<file path="config.mk">
export PLATFORM = sky130hd
export DESIGN_NAME = ocx_tlx_data_run_ctl
export DESIGN_NICKNAME = d
export VERILOG_FILES = /design/src/rtl/ocx_tlx_data_run_ctl.sv
export SDC_FILE = /design/constraint.sdc
export NUM_CORES = 1
export LEC_CHECK = 0
export CAP_MARGIN = 20
export CORE_MARGIN = 2
export CORE_UTILIZATION = 52
export CTS_CLUSTER_DIAMETER = 30
export DETAILED_ROUTE_END_ITERATION = 16
export GPL_TIMING_DRIVEN = 0
export PLACE_DENSITY = 0.83
export SETUP_SLACK_MARGIN = 0.3
export SLEW_MARGIN = 10
export SYNTH_ARGS = -nofsm -noshare
export SYNTH_HDL_FRONTEND = slang
export SYNTH_SLANG_ARGS = --single-unit
export TNS_END_PERCENT = 1
</file>
<file path="constraint.sdc">
create_clock -name tlx_clk -period 3.35 [get_ports tlx_clk]
set_clock_uncertainty 0.1 [all_clocks]
set_input_delay 0.8375 -clock tlx_clk [delete_from_list [all_inputs] [get_ports tlx_clk]]
set_output_delay 0.8375 -clock tlx_clk [all_outputs]
set_load 0.03 [all_outputs]
</file>
<file path="src/rtl/ocx_tlx_data_run_ctl.sv">
// rtl/ocx_tlx_data_run_ctl.sv - tracks control/data flit runs and issues bookend BDI for ocx_tlx_bdi_mac
module ocx_tlx_data_run_ctl #(
   parameter logic [3:0] max_run    = 4'd8,
   parameter logic       err_sticky = 1'b0
) (
   input  logic       tlx_clk,
   input  logic       reset_n,
   input  logic       flit_v,
   input  logic       flit_is_ctl,
   input  logic [3:0] ctl_run_length,
   input  logic [7:0] ctl_bdi,
   input  logic       crc_error,
   output logic       ctl_flit_start,
   output logic [3:0] run_length,
   output logic       bookend_flit_v,
   output logic [7:0] bad_data_indicator,
   output logic       data_flit_v,
   output logic [2:0] data_flit_idx,
   output logic       run_err
);

   typedef enum logic [1:0] {IDLE, RUN, WAIT_BE} state_t;

   state_t     state_q, state_d;
   logic [3:0] remaining_q, remaining_d;
   logic [3:0] rcvd_q, rcvd_d;

   logic       ctl_flit_start_d;
   logic [3:0] run_length_d;
   logic       bookend_flit_v_d;
   logic [7:0] bad_data_indicator_d;
   logic       data_flit_v_d;
   logic [2:0] data_flit_idx_d;
   logic       run_err_d;
   logic       err_evt;
   logic [8:0] rcvd_mask;

   // Low rcvd bits set; the 9-bit shift makes rcvd=8 yield 8'hFF without overflow.
   assign rcvd_mask = (9'd1 << rcvd_q) - 9'd1;

   always_comb begin
      state_d              = state_q;
      remaining_d          = remaining_q;
      rcvd_d               = rcvd_q;
      ctl_flit_start_d     = 1'b0;
      run_length_d         = 4'd0;
      bookend_flit_v_d     = 1'b0;
      bad_data_indicator_d = 8'd0;
      data_flit_v_d        = 1'b0;
      data_flit_idx_d      = 3'd0;
      err_evt              = 1'b0;

      if (crc_error) begin
         state_d     = IDLE;
         remaining_d = 4'd0;
         rcvd_d      = 4'd0;
      end else if (flit_v && flit_is_ctl) begin
         ctl_flit_start_d = 1'b1;
         if (rcvd_q != 4'd0) begin
            bookend_flit_v_d     = 1'b1;
            bad_data_indicator_d = ctl_bdi & rcvd_mask[7:0];
         end
         if (state_q == RUN && remaining_q != 4'd0) begin
            err_evt = 1'b1;
         end
         // The bookend consumes the open run; counters restart whatever the new length is.
         state_d     = IDLE;
         remaining_d = 4'd0;
         rcvd_d      = 4'd0;
         if (ctl_run_length != 4'd0 && ctl_run_length <= max_run) begin
            run_length_d = ctl_run_length;
            remaining_d  = ctl_run_length;
            state_d      = RUN;
         end else if (ctl_run_length > max_run) begin
            err_evt = 1'b1;
         end
      end else if (flit_v) begin
         if (state_q == RUN && remaining_q != 4'd0) begin
            data_flit_v_d   = 1'b1;
            data_flit_idx_d = rcvd_q[2:0];
            rcvd_d          = rcvd_q + 4'd1;
            remaining_d     = remaining_q - 4'd1;
            if (remaining_q == 4'd1) begin
               state_d = WAIT_BE;
            end
         end else begin
            err_evt = 1'b1;
         end
      end

      run_err_d = err_sticky ? (run_err | err_evt) : err_evt;
   end

   always_ff @(posedge tlx_clk or negedge reset_n) begin
      if (!reset_n) begin
         state_q            <= IDLE;
         remaining_q        <= 4'd0;
         rcvd_q             <= 4'd0;
         ctl_flit_start     <= 1'b0;
         run_length         <= 4'd0;
         bookend_flit_v     <= 1'b0;
         bad_data_indicator <= 8'd0;
         data_flit_v        <= 1'b0;
         data_flit_idx      <= 3'd0;
         run_err            <= 1'b0;
      end else begin
         state_q            <= state_d;
         remaining_q        <= remaining_d;
         rcvd_q             <= rcvd_d;
         ctl_flit_start     <= ctl_flit_start_d;
         run_length         <= run_length_d;
         bookend_flit_v     <= bookend_flit_v_d;
         bad_data_indicator <= bad_data_indicator_d;
         data_flit_v        <= data_flit_v_d;
         data_flit_idx      <= data_flit_idx_d;
         run_err            <= run_err_d;
      end
   end

endmodule

</file>
**Word-level counts from Yosys, hierarchy flattened**

Cells that the tools add are included.

- Input bits: 17
- Word-level logic and storage cells: 69
- Output and inout port bits: 19
- Flip-flop bits (word level): 29

- $add $sub $neg: 3
- Mux-type cells: 39
- $lt $le $gt $ge: 2
- Shifts and indexed selects: 1
- Bitwise logic cells: 1
- Eq/ne operators: 2
- Reduce and logical (&&, ||, !) cells: 11

Operators with widths:

| kind | number |
|---|---|
| $mux 4 | 11 |
| $mux 8 | 3 |
| $mux 1 | 16 |
| $mux 3 | 4 |
| $reduce_bool 4->1 | 3 |
| $mux 2 | 5 |
| $reduce_bool 3->1 | 3 |
| $and 8x8->8 | 1 |
| $shl 1x4->8 const A | 1 |
| $sub 8x1->8 const B | 1 |
| $add 4x1->4 const B | 1 |
| $eq 4x1->1 const B | 1 |
| $gt 4x4->1 const B | 1 |
| $le 4x4->1 const B | 1 |
| $sub 4x1->4 const B | 1 |
| $logic_and 1x1->1 | 3 |
| $reduce_and 3->1 | 1 |
| $eq 2x1->1 const B | 1 |
| $reduce_and 2->1 | 1 |

**Longest topological paths before layout**

Gate-level depths: netlist of the first run.

- Depth after elaboration: 7
- Mapped depth: 9
- Gate-level depth less buffers: 8

**Worst setup path before layout of the first run**

OpenSTA, ideal clock, no wires.

- Path type: in2reg
- Start point: input port ctl_run_length[0]
- End point: register remaining_q[3]
- Library setup time: 62 ps
- Required time: 3188 ps
- Stages: 4
- Arrival time: 1637 ps
- Buffers on the path: 0
- Path slack: 1550 ps
- Cell sequence: nor3_1 -> a32oi_1 -> a211oi_1 -> a21o_2

- Cells in the longest elaborated chain, start to end: 5
- Elaborated cells between the ends (all ways): 6
- Those cells by class: 1 x order compare; 3 x mux; 2 x reduce/logical

RTL lines:

| element | line | source |
|---|---|---|
| start, declared | 10 | `input logic [3:0] ctl_run_length,` |
| $le 4x4->1 or $reduce_bool 4->1 (tied branches) | 70 | `if (ctl_run_length != 4'd0 && ctl_run_length <= max_run) begin` |
| $logic_and 1x1->1 * | 70 |  |
| $mux 4 * | 70 |  |
| $mux 4 * | 57 | `end else if (flit_v && flit_is_ctl) begin` |
| $mux 4 * | 53 | `if (crc_error) begin` |
| end signal, assigned | 108 | `remaining_q <= remaining_d;` |
| end, declared | 25 | `logic [3:0] remaining_q, remaining_d;` |

Every way passes the cells marked *; elsewhere a longest branch is shown, timed or not.
A chain may end at the register's enable or synchronous reset.

**Worst setup path after layout of the first run**

- Start point: register ctl_flit_start
- End point: output port ctl_flit_start

RTL lines:

| element | line | source |
|---|---|---|
| start, declared | 13 | `output logic ctl_flit_start,` |
| start signal, assigned | 110 | `ctl_flit_start <= ctl_flit_start_d;` |

No word-level cell between the ends.

==> results of run 1 <==
-- registers in the layout (all words and copies together), names as in the netlist --
name	cells
remaining_q	4
run_err	1
ctl_flit_start	1
bookend_flit_v	1
run_length	4
data_flit_idx	3
state_q	2
data_flit_v	1
rcvd_q	4
bad_data_indicator	8
-- placed cells by master, fill, tap and decap left out, types with 2 or more instances in the layout --
cell type	n
nor2_1	8
and3b_1	2
inv_1	7
clkdlybuf4s50_1	35
o211a_1	3
clkbuf_4	5
o21ai_0	4
and3_1	4
ha_1	9
buf_2	4
nor4_1	4
o22a_1	2
xnor2_1	4
and2_1	2
nor3_1	4
a211oi_1	2
clkbuf_8	2
a32oi_1	2
nand2_1	6
a21oi_1	7
dfrtp_1	29
nor3b_2	2
nor3b_1	2
o21a_1	2
nand2b_1	2
-- logic make-up after synthesis --
kind of cell	count (synthesis)	share of synthesized area [%]
xor+xnor	5	2.94
mux	1	0.756
buf+inv	11	3.11
fa+ha+maj	9	7.56
simple gates	45	19.7
flops	29	48.7
compound gates	35	17.2
-- worst reg2reg max path, stage by stage, from the launching register on --
cell and delay (ns):
dfrtp_1 0.44, inv_1 0.10, ha_1 0.19, buf_2 0.17, nand2_1 0.07, ha_1 0.23, nand2b_1 0.10, o311ai_0 0.32
a21oi_1 0.12
-- Yosys cell counts (2+ instances only) --
cell	n	area share (%)
dfrtp_1	29	49
ha_1	9	7.6
nor2_1	8	2.0
a21oi_1	7	2.4
inv_1	7	1.8
nand2_1	6	1.5
and3_1	4	1.7
buf_2	4	1.3
nor3_1	4	1.3
nor4_1	4	1.7
o21ai_0	4	1.3
xnor2_1	4	2.4
o211a_1	3	2.0
a211oi_1	2	1.0
a32oi_1	2	1.2
and2_1	2	0.84
and3b_1	2	1.2
nand2b_1	2	0.84
nor3b_1	2	1.0
nor3b_2	2	1.7
o21a_1	2	1.0
o22a_1	2	1.2
-- where the power goes --
part | leakage, nW | switching (mW) | internal [mW]
combinational | 0.494 | 0.0478 | 0.0457
sequential | 0.400 | 0.00576 | 0.356
clock | 0.0413 | 0.117 | 0.121
total | 0.935 | 0.171 | 0.523
-- worst max path at each step --
stage,slack (ns),start,end
after floorplan,1.55,ctl_run_length[0],remaining_q[3]
after global placement,0.90,flit_v,rcvd_q[0]
after detailed placement,0.90,ctl_run_length[0],remaining_q[3]
after CTS,1.03,ctl_flit_start,ctl_flit_start
after global routing,1.02,bad_data_indicator[0],bad_data_indicator[0]
final,1.07,ctl_flit_start,ctl_flit_start
-- routing by layer --
layer | global-route usage (%) | vias up | wire, um
met5 | 0 | - | 0
met4 | 12.6 | 0 | 76
met3 | 8.16 | 7 | 237
met2 | 30.4 | 36 | 1360
met1 | 26.9 | 539 | 1300
li1 | - | 585 | -
-- cell type report --
cell class	instances	area, sq um
multi-input cells	95	718
repair buffers	36	378
well taps	31	38.8
clock buffers	7	65.1
plain buffers	4	20.0
fillers	214	757
inverters	7	26.3
clock inverters	1	5.00
flip-flops and latches	29	726
==> reports/results.ini, run 1 <==
[run_status]
status=complete, no violations

[sta]
slew_headroom_pct=62.3
tightest_slew_ns=0.563
worst_slack_ns=1.07
hold_viol_final=0
fin_crit_ns=2.28
holdWs_ns=0.456
fin_tns_setup_ns=0
slew_viol_final=0
setup_violations=0
rsz0062_at_grt=no
period_share_pct=68.1
fmax_mhz=438

[detailed_routing]
drc=0
antenna_left=0
routed_wl_um=2980
wl_per_cell_um=14.2
drt_pass1_iterations=4
num_vias=1167
vias_per_cell=5.56
drt_iter0_drc=34

[cells_and_area]
fin_util_pct=72.3
final_cells=210
antennaDiodeCount=0
nets=204
finalInstanceArea_sq_um=1980
syn_to_final_growth_pct=32.7
drive_above_1_share_pct=13.4

[floorplanning]
ios=36
coreArea_sq_um=2730
rows=19
die_h_um=57.5
die_w_um=57.5
initial_core_util_pct=54.5
die_area_sq_um=3310

[clock_tree]
worst_skew_pair.late_latency_ns=0.33
cts_made_buffers=5
cts.sinks=29
cts_root_buf=clkbuf_4
h-tree-depth=2
cts_tree=yes
cts_hold_buffers=0
post_cts_buffers=0
clk_pin_slew_worst_paths_ns=0.09
cts.repair.resized=0
clockBufferDepth=2

[grt]
grt-ovfl-total=0
grt_pass1_wl_um=5150
grtUsageTotal_pct=21.1
grt_pass1_vias=1163
grt_max_degree=20
antenna_found_initial=0

[yosys]
ys_warn_count=0
syn-num-nets=161
synth-edff-count=0
synth.yosys.seq_area_share_pct=48.7
async_reset_ff_share_pct=100
synth_cell_types=46
synthesis.area_sq_um=1490
avgSynthCellArea_sq_um=11.0
ys.flop_type=dfrtp_1
synth-seq-cells=29
synthCells=135

[power_and_ir_drop]
power.leakage_nw=0.935
vdd_drop_max_mv=0.331
power.total_mw=0.694
powerDensity_nw_per_um2=351

[critical_path]
critPathRequiredTime_ns=2.41
reg2regPathDepth=8
crit_family=buffers and inverters
path_class=reg2out
critPathMaxFanout=1
crit_cells=1
path_cells=clkdlybuf4s50_1
cp_num_buf_inv=1
r2r-end=bad_data_indicator[6]
startpoint_type=flop
critPathArrivalTime_ns=1.35
cp-end-kind=output port
slowest_stage=clkdlybuf4s50_1
rr_startpoint=rcvd_q[0]
cp_slowest_stage_delay_ns=0.67
ff2ff_setup_slack_ns=1.37

[placement]
post-place-ws_ns=0.899
numPortBuffers=35
dpl.cell_count=202
placed_area_sq_um=1910
hpwl_um=2310
gp_congestion=0.896

[worst_hold_path]
min_from=state_q[1]
min_path_type=reg2reg
whs_path_depth=1
min_to=state_q[1]

[flow_run]
max_cap_violations=0

Note: power is estimated with default switching activity, not from simulation.
==> run 2, diff against run 1 <==
--- a/config.mk
+++ b/config.mk
@@ -7,11 +7,11 @@
 export LEC_CHECK = 0
 export CAP_MARGIN = 20
 export CORE_MARGIN = 2
-export CORE_UTILIZATION = 52
+export CORE_UTILIZATION = 44
 export CTS_CLUSTER_DIAMETER = 30
 export DETAILED_ROUTE_END_ITERATION = 16
 export GPL_TIMING_DRIVEN = 0
-export PLACE_DENSITY = 0.83
+export PLACE_DENSITY = 0.75
 export SETUP_SLACK_MARGIN = 0.3
 export SLEW_MARGIN = 10
 export SYNTH_ARGS = -nofsm -noshare
==> constraint.sdc (replaced) <==
create_clock -name tlx_clk -period 1.85 [get_ports tlx_clk]
set_clock_uncertainty 0.1 [all_clocks]
set_input_delay 0.4625 -clock tlx_clk [delete_from_list [all_inputs] [get_ports tlx_clk]]
set_output_delay 0.4625 -clock tlx_clk [all_outputs]
set_load 0.03 [all_outputs]
==> run 2 against run 1 <==
Die area is 17% higher. Critical path depth is 5 higher. Largest power group unchanged. Clock power grew 84%. Global-route usage shrank 0.16 points. Combinational power rose by 130%. Routed wire length increased by 25%. Non-clock buffer count increased by 11.
==> reports/results.ini, run 2 (same netlist as run 1, synthesis figures left out) <==
[run_status]
status=complete, no violations

[detailed_routing]
routed_wl_um=3720  ; +25%
wl_per_cell_um=15.7  ; +11%
drc=0  ; unchanged
antenna_left=0  ; unchanged
vias_per_cell=5.39  ; -2.9%
drt_pass1_iterations=4  ; unchanged
drt_iter0_drc=38  ; +12%
num_vias=1273  ; +9.1%

[cells_and_area]
syn_to_final_growth_pct=48.1
nets=215  ; +5.4%
final_cells=236  ; +12%
finalInstanceArea_sq_um=2210  ; +12%
regMostFlops=bad_data_indicator
layout_commonest_cell=dfrtp_1
layout_common_cells=28 x dfrtp_1, 20 x dlygate4sd2_1, 15 x clkdlybuf4s50_1
fin_util_pct=67.2  ; -5.1 points
antennaDiodeCount=0  ; unchanged
drive_above_1_share_pct=30.0  ; +17 points
largest_reg_flops=8  ; unchanged

[critical_path]
cp-end-kind=flop
reg2regPathDepth=6  ; -2
critPathArrivalTime_ns=1.87  ; +0.52 ns
startpoint_type=flop
critPathMaxFanout=3  ; +2
rr_startpoint=remaining_q[0]
ff2ff_setup_slack_ns=0.12  ; -1.25 ns
slowest_stage=dfrtp_1
cp_slowest_stage_delay_ns=0.41  ; -0.26 ns
r2r-end=remaining_q[3]
crit_family=compound AO/OA/AOI/OAI gates
path_class=reg2reg
path_cells=inv_2, ha_4, or3b_4, a32oi_2, a211oi_2, a21o_2
critPathRequiredTime_ns=1.99  ; -0.42 ns
cp_num_buf_inv=1  ; unchanged

[worst_hold_path]
min_path_type=in2async

[sta]
rsz0062_at_grt=yes
holdWs_ns=0.390  ; -0.0661 ns
setup_violations=0  ; unchanged
slew_viol_final=0  ; unchanged
fin_tns_setup_ns=0  ; unchanged
fmax_mhz=578
period_share_pct=93.5
tightest_slew_ns=0.601  ; +0.0373 ns
worst_slack_ns=0.120  ; -0.947 ns
hold_viol_final=0  ; unchanged
fin_crit_ns=1.73
slew_headroom_pct=59.8  ; -2.5 points

[grt]
antenna_found_initial=0  ; unchanged
grtUsageTotal_pct=20.9  ; -0.16 points
grt_pass1_wl_um=6320  ; +23%
grt_pass1_vias=1318  ; +13%
grt_max_degree=20  ; unchanged
grt-ovfl-total=0  ; unchanged

[placement]
dpl.cell_count=217  ; +7.4%
hpwl_um=2420  ; +4.9%
gp_congestion=0.836  ; -6.7%
post-place-ws_ns=-0.242  ; -1.14 ns
placed_area_sq_um=1990  ; +4.1%
numPortBuffers=35  ; unchanged

[flow_run]
max_cap_violations=0  ; unchanged

[floorplanning]
die_w_um=62.2  ; +8.1%
die_area_sq_um=3870  ; +17%
ios=36  ; unchanged
rows=21  ; +2
coreArea_sq_um=3280  ; +20%
die_h_um=62.2  ; +8.1%
initial_core_util_pct=45.4  ; -9.1 points

[clock_tree]
cts_tree=yes
clk_pin_slew_worst_paths_ns=0.10  ; about the same
worst_skew_pair.late_latency_ns=0.34  ; about the same
cts_root_buf=clkbuf_4
cts.sinks=29  ; unchanged
h-tree-depth=2  ; unchanged
cts_made_buffers=5  ; unchanged
clockBufferDepth=2  ; unchanged
cts_hold_buffers=0  ; unchanged

[power_and_ir_drop]
pwr-share-clk_pct=33.6  ; -0.8 points
powerDensity_nw_per_um2=594  ; +69%
power.leakage_nw=1.10  ; +18%
seqPwrFrac_pct=50.1  ; -2.1 points
power_switching_mw=0.339  ; +99%
combPwrFrac_pct=16.3  ; +2.8 points
sw_frac_of_total_pct=25.9  ; +1.3 points
intPower_mw=0.972  ; +86%
vdd_drop_max_mv=0.517  ; +56%
power.total_mw=1.31  ; +89%

[run 2: cell types whose count changed in the layout (fill, tap and decap cells not counted), sizes merged]
cell           before  now
clkdlybuf4s50      35   15
buf                 5   16
dlygate4sd2         0   20
[run 2: metal layers]
layer  vias to the layer above  wire, um  track usage, %
met3                        10       233            5.07
li1                        601         -               -
met5                         -         0               0
met1                       617      1510            25.4
met2                        45      1890            34.8
met4                         0        82            10.6
[run 2: worst max path at each step]
stage              startpoint  slack [ns]              to  cells after the start
6_report       remaining_q[0]        0.12  remaining_q[3]                      6
5_1_grt        remaining_q[0]        0.07  remaining_q[3]                      6
4_1_cts        remaining_q[0]        0.17  remaining_q[3]                      6
3_5_place_dp           flit_v       -0.24       rcvd_q[0]                      5
3_3_place_gp           flit_v       -0.23       rcvd_q[0]                      5
2_1_floorplan  remaining_q[0]        0.24       rcvd_q[0]                      6
[run 2: layout make-up]
cell class	count	area [sq um]
multi-input combinational	95	858
sequential	29	727
clock inverter	1	5.00
buffer	4	32.5
tap	46	57.6
timing repair buffer	47	435
fill	237	1080
clock buffer	7	65.1
inverter	7	26.3
[run 2: power groups by stage]
stage | Sequential, mW | Combinational [mW] | Clock (mW)
3_3_place_gp | 0.668 | 0.167 | 0
6_report | 0.657 | 0.214 | 0.440
5_1_grt | 0.659 | 0.234 | 0.486
4_1_cts | 0.656 | 0.201 | 0.446
3_5_place_dp | 0.669 | 0.180 | 0
2_1_floorplan | 0.675 | 0.0879 | 0
[run 2: repair_timing]
item                                    in CTS  in global routing
pin swaps                                    5                  4
gates resized for setup                     37                  2
endpoints found under the setup margin      37                 38
buffers inserted                             8                  3
[run 2: worst reg2reg max path, stage by stage, from the launching register on]
cell and delay [ns]:
dfrtp_1 0.41, inv_2 0.09, ha_4 0.14, or3b_4 0.41, a32oi_2 0.23, a211oi_2 0.05, a21o_2 0.19
